[src/rtl/led_fade_pwm.sv]
`default_nettype none
// ============================================================================
// Module   : led_fade_pwm
// Brief    : Per-LED PWM dimmer with a decaying afterglow behind the pattern.
// Revision : 1.0 - initial release
// ============================================================================
module led_fade_pwm #(
  parameter int MXDECAY = 18,
  parameter int MXPWM   = 4,
  parameter int INVERT  = 0
) (
  input  logic       clock,
  input  logic       reset_n,
  input  logic [7:0] pat,
  input  logic       pat_en,
  input  logic [1:0] fade_rate,
  input  logic [3:0] bright,
  output logic [7:0] led,
  output logic       dark
);

  localparam int         C_DW      = MXDECAY + 1;
  localparam logic [7:0] C_LED_OFF = (INVERT != 0) ? 8'hFF : 8'h00;

  logic [1:0]         r_rst_sync;
  logic               w_run;
  logic [MXDECAY-1:0] r_dpre;
  logic [MXDECAY:0]   w_dsum;
  logic               r_tick;
  logic [7:0][3:0]    r_lvl;
  logic [3:0]         r_pwm_cnt;
  logic               w_pstep;
  logic [7:0]         w_on;

  // Release is synchronised; all state advances only once this chain is full.
  always_ff @(posedge clock or negedge reset_n) begin
    if (!reset_n) r_rst_sync <= 2'b00;
    else          r_rst_sync <= {r_rst_sync[0], 1'b1};
  end

  assign w_run  = r_rst_sync[1];
  assign w_dsum = {1'b0, r_dpre} + C_DW'(fade_rate) + C_DW'(1);

  always_ff @(posedge clock or negedge reset_n) begin
    if (!reset_n) begin
      r_dpre <= '0;
      r_tick <= 1'b0;
    end else if (w_run) begin
      r_dpre <= w_dsum[MXDECAY-1:0];
      r_tick <= w_dsum[MXDECAY];
    end
  end

  // A pattern load takes priority over a coincident decay step.
  always_ff @(posedge clock or negedge reset_n) begin
    if (!reset_n) begin
      r_lvl <= '0;
    end else if (w_run) begin
      for (int i = 0; i < 8; i++) begin
        if (pat_en && pat[i])                  r_lvl[i] <= bright;
        else if (r_tick && (r_lvl[i] != 4'd0)) r_lvl[i] <= r_lvl[i] - 4'd1;
      end
    end
  end

  generate
    if (MXPWM == 0) begin : g_pre_none
      assign w_pstep = 1'b1;
    end else begin : g_pre
      logic [MXPWM-1:0] r_ppre;
      always_ff @(posedge clock or negedge reset_n) begin
        if (!reset_n)   r_ppre <= '0;
        else if (w_run) r_ppre <= r_ppre + MXPWM'(1);
      end
      assign w_pstep = &r_ppre;
    end
  endgenerate

  always_ff @(posedge clock or negedge reset_n) begin
    if (!reset_n)              r_pwm_cnt <= 4'd0;
    else if (w_run && w_pstep) r_pwm_cnt <= r_pwm_cnt + 4'd1;
  end

  always_comb begin
    w_on = 8'h00;
    for (int i = 0; i < 8; i++) w_on[i] = (r_pwm_cnt < r_lvl[i]);
  end

  always_ff @(posedge clock or negedge reset_n) begin
    if (!reset_n) begin
      led  <= C_LED_OFF;
      dark <= 1'b1;
    end else begin
      led  <= w_on ^ C_LED_OFF;
      dark <= (r_lvl == '0);
    end
  end

endmodule
`default_nettype wire

[config.mk]
export PLATFORM = sky130hd
export DESIGN_NAME = led_fade_pwm
export DESIGN_NICKNAME = d
export VERILOG_FILES = /design/src/rtl/led_fade_pwm.sv
export SDC_FILE = /design/constraint.sdc
export NUM_CORES = 1
export LEC_CHECK = 0
export CAP_MARGIN = 20
export CORE_MARGIN = 2
export CORE_UTILIZATION = 64
export DETAILED_ROUTE_END_ITERATION = 8
export HOLD_SLACK_MARGIN = 0.05
export PLACE_DENSITY = 0.85
export SLEW_MARGIN = 20
export SYNTH_ARGS = -nofsm -noshare
export SYNTH_HDL_FRONTEND = slang
export SYNTH_SLANG_ARGS = --single-unit
[constraint.sdc]
create_clock -name clock -period 4.47 [get_ports clock]
set_input_delay 0.447 -clock clock [delete_from_list [all_inputs] [get_ports clock]]
set_output_delay 0.447 -clock clock [all_outputs]
set_load 0.01 [all_outputs]
## Word level (Yosys, flattened, before mapping)

Cells that the tools add are included.

- Register bits after elaboration: 70
- Latch bits: 0
- Memory bits (writable): 0
- ROM bits: 0
- Input port bits: 17
- Output and inout bits: 9
- Word-level logic and storage cells: 94
- Memories: 0

- $add $sub $neg: 12
- $mul: 0
- Div/mod/pow operators: 0
- $lt $le $gt $ge: 8
- Equal/unequal tests: 0
- Shift operators: 0
- Mux-type cells: 16
- Bitwise operators: 0
- Reduce and logical (&&, ||, !) cells: 43

Operators by type and width:

| operator | count |
|---|---|
| 2-to-1 mux 4 bit | 16 |
| logical NOT 32 bit | 1 |
| less-than comparator 4 bit | 8 |
| nonzero test 4 bit | 8 |
| subtractor 4 x 1 -> 4 bit, second input constant | 8 |
| adder 18 x 2 -> 19 bit | 1 |
| adder 19 x 1 -> 19 bit, second input constant | 1 |
| logical AND 1 bit | 17 |
| AND reduction 2 bit | 8 |
| nonzero test 2 bit | 8 |
| adder 4 x 1 -> 4 bit, second input constant | 2 |
| AND reduction 4 bit | 1 |

## Logic depth before layout (Yosys ltp)

- Depth after elaboration: 4
- Mapped depth: 7
- Gate-level depth less buffers: 7

## Worst setup path after synthesis

Ideal clock, no wire load.

- Kind: reg-to-reg
- Start point: register r_lvl[0] in the netlist's numbering
- End point: register dark
- Setup time: 90 ps
- Arrival: 1,784 ps
- Required time: 4,380 ps
- Setup slack: 2,596 ps
- Stages on the path, launching flop included: 6
- Path buffers: 0
- Clock period less this slack: 1,874 ps
- Cells stage by stage: dfrtp_1 -> inv_1 -> ha_1 -> or3b_4 -> or4_4 -> nor4_2

- Word-level cells in the longest chain between the ends: 1

Ends and longest elaborated chain:

| element | line | RTL |
|---|---|---|
| from (decl) | 30 | `logic [7:0][3:0] r_lvl;` |
| from (signal, indexed assignment) | 60 | `if (pat_en && pat[i]) r_lvl[i] <= bright;` |
| logical NOT 32 bit | 95 | `dark <= (r_lvl == '0);` |
| to (signal assigned) | 95 |  |
| to (decl) | 19 | `output logic dark` |

No other way between the ends.
A chain may end at the register's enable or synchronous reset.

## Final worst setup path

- Start point: register r_lvl[8] in the netlist's numbering
- End point: register r_lvl[9] in the netlist's numbering

- Word-level cells in the longest chain between the ends: 4
- Elaborated cells between the ends (all ways): 7
- Those cells by class: 1 x add/sub; 2 x mux; 4 x reduce/logical

Ends and longest elaborated chain:

| element |
|---|
| branches (longest 4 deep; another with subtractor 4 x 1 -> 4 bit) |

Several ways; the timed one is not identified. The select of a mux whose other input is x is not followed.

==> impl_metrics.py <==
metrics = {
    "place": {
        "dp_slack_ns": 1.984,
        "hpwl_microns": 6125,
        "dpl_cell_area_sq_um": 4437,
        "place.gp.congestion": 0.8846,
        "port_buffers": 25,
    },
    "setup_path": {
        "critPathMaxStageDelay_ns": 0.47,
        "crit_slowest_cell": "or3b_2",
        "r2r_slack_ns": 2.33,
        "r2r_cells": 6,
        "crit_arrival_ns": 2.38,
        "regToRegStartpoint": "r_lvl[8]$_DFFE_PN0P_",
        "cp_cell_sequence": "inv_1 -> ha_1 -> or3b_2 -> a21oi_1 -> nor2_1 -> mux2_2",
        "required_ns": 4.71,
        "end_kind": "flop",
        "worstPathMaxFanout": 5,
        "criticalPathCategory": "flop to flop",
        "r2r_end": "r_lvl[9]$_DFFE_PN0P_",
        "start_kind": "flop",
    },
    "floorplan": {
        "fp.coreArea_sq_um": 6277,
        "initial_core_util_pct": 65.78,
        "rows": 29,
        "die-height_microns": 84.32,
        "die_x_microns": 84.32,
        "dieArea_sq_um": 7110,
        "ioPinCount": 26,
    },
    "drt": {
        "drt-initial-drc-count": 182,
        "antenna_left": 0,
        "via_count": 3360,
        "drc": 0,
        "totalWireLength_microns": 9052,
        "wire_per_inst_microns": 16.52,
        "viasPerCell": 6.131,
        "first_pass_iters": 4,
    },
    "logic_synthesis": {
        "synth_seq_cells": 70,
        "yosys-top-cells-area": "dfrtp_1, ha_1, a21oi_1, a21o_1, xnor2_1",
        "synth_warnings": 0,
        "synth.net_count": 495,
        "avgSynthCellArea_sq_um": 9.363,
        "yosys.area.top_type": "dfrtp_1",
        "synth-main-ff-cell": "dfrtp_1",
        "synth_top_area_share_pct": 41.82,
        "synth_area_sq_um": 4129,
        "ys_seq_area_share_pct": 42.45,
        "synth-edff-count": 0,
        "postSynth.asyncResetShare_pct": 100.0,
        "netlist_instances": 441,
        "synthDistinctLibCells": 37,
    },
    "global_routing": {
        "grtUsageTotal_pct": 28.36,
        "antenna_found_initial": 0,
        "grt_pass1_vias": 3389,
        "grt_overflow": 0,
        "grt_max_degree": 42,
        "grt_pass1_wl_microns": 15880,
    },
    "cells_and_area": {
        "syn_to_final_growth_pct": 12.82,
        "drive_gt1_share_pct": 6.794,
        "final_common_cell": "dfrtp_1",
        "nNetsFinal": 520,
        "fin_area_sq_um": 4658,
        "n_antenna_cell": 0,
        "final_util_pct": 74.21,
        "final_cell_mix": "dfrtp_1, a21oi_1, inv_1",
    },
    "clock_network": {
        "cts_resized": 0,
        "cts_setup_buffers": 0,
        "ctsLongestPathBuffers": 2,
        "cts_tree": "built",
        "path_clk_slew_ns": 0.09,
        "hold_buffers": 0,
        "cts_sinks": 70,
        "clock-root-buffer": "clkbuf_8",
        "cts_buffers": 9,
        "clk_latency_ns": 0.36,
        "cts_max_level": 3,
    },
    "timing": {
        "fin_skew_ns": 0.007427,
        "maxSlewViolCount": 0,
        "worstMarginPinSlew_ns": 1.020,
        "post-route-worst-setup-slack_ns": 2.330,
        "slew_headroom_pct": 31.89,
        "clock.fmax_ghz": 0.4672,
        "final_hold_viol_count": 0,
        "min_period_ns": 2.140,
        "finalCritPeriodShare_pct": 47.88,
        "tns_ns": 0,
        "grt_setup_unrepaired": "false",
        "setup_viol": 0,
    },
    "job": {
        "drv_cap": 0,
    },
    "power": {
        "p_total_uw": 2365,
        "leakage_uw": 0.002278,
        "ir_drop_v": 0.0003175,
        "p_per_area_nw_per_um2": 507.6,
    },
    "run_status": {
        "status": "complete, no violations",
    },
    "hold_path": {
        "hp-class": "input port to asynchronous set/reset pin",
    },
}
-- per-stage QoR --
step | hold WS, ns | std cells
after floorplan | 0.1514 | 441
after global routing | 0.3170 | 548
after global placement | 0.3317 | 532
after detailed placement | 0.3358 | 532
after CTS | 0.2571 | 548
final | 0.2291 | 548
-- layout make-up --
type,instances,area (sq um)
multi-input cells,319,2181
flip-flops and latches,70,1753
fillers,473,1619
repair buffers,27,260.3
inverters,39,146.4
clock buffers,10,127.6
well taps,77,96.34
clock inverters,6,93.84
-- synthesized netlist by cell type, drive strengths merged (7+ instances only) --
cell / count
dfrtp: 69
or3b: 7
nor3: 8
nand2b: 10
nor2: 22
a21oi: 47
clkbuf: 12
nand4: 7
a21o: 21
o21a: 11
o21ai: 29
and2: 7
and3: 7
nand2: 26
inv: 39
xnor2: 17
ha: 36
nand3: 27
-- sequential cells by signal, summed over array words and instances (netlist names) --
signal	flops
r_lvl	32
r_dpre	18
led	8
g_pre.r_ppre	4
r_pwm_cnt	4
r_rst_sync	2
dark	1
r_tick	1
-- layer usage --
layer	part of all wire, %	GRT usage, %	routed length (microns)
met1	43	37.70	3900
met2	46	45.89	4142
met3	7.5	5.506	682
met4	3.6	11.73	326
met5	0	0	0
-- kinds of logic after synthesis --
| kind of cell | count (synthesis) | synth area share (%) |
|---|---|---|
| and+or+nand+nor | 126 | 16.09 |
| AOI/OAI and AO/OA | 125 | 18.45 |
| DFF | 70 | 42.45 |
| buffers and inverters | 52 | 4.727 |
| adders and majority gates | 37 | 11.39 |
| xor gates and xnor gates | 22 | 4.667 |
| muxes | 8 | 2.121 |
| other | 1 | 0.09082 |
-- worst max-delay path: cells and delay by family (launching register included) --
family	cells	cell delay (ns)
compound gates	1	0.35
fa+ha+maj	1	0.18
buf+inv	1	0.08
flops	1	0.45
mux	1	0.33
simple gates	2	0.63
-- power by group --
group	switching, uW	internal [uW]	leakage [uW]	total [uW]
logic	375	393	0.00136	768
clock network	263	319	0.000107	582
registers	201	814	0.000808	1010
total	839	1530	0.00228	2360
-- how the worst max path moves through the flow --
stage,startpoint,end,slack [ns]
after floorplan,r_lvl[0]$_DFFE_PN0P_,dark$_DFF_PN1_,2.60
after global placement,fade_rate[0],r_dpre[12]$_DFFE_PN0P_,2.08
after detailed placement,fade_rate[0],r_dpre[10]$_DFFE_PN0P_,1.98
after CTS,fade_rate[0],r_dpre[12]$_DFFE_PN0P_,2.37
after global routing,r_lvl[8]$_DFFE_PN0P_,r_lvl[9]$_DFFE_PN0P_,2.25
final,r_lvl[8]$_DFFE_PN0P_,r_lvl[9]$_DFFE_PN0P_,2.33
Note: power is estimated with default switching activity, not from simulation.
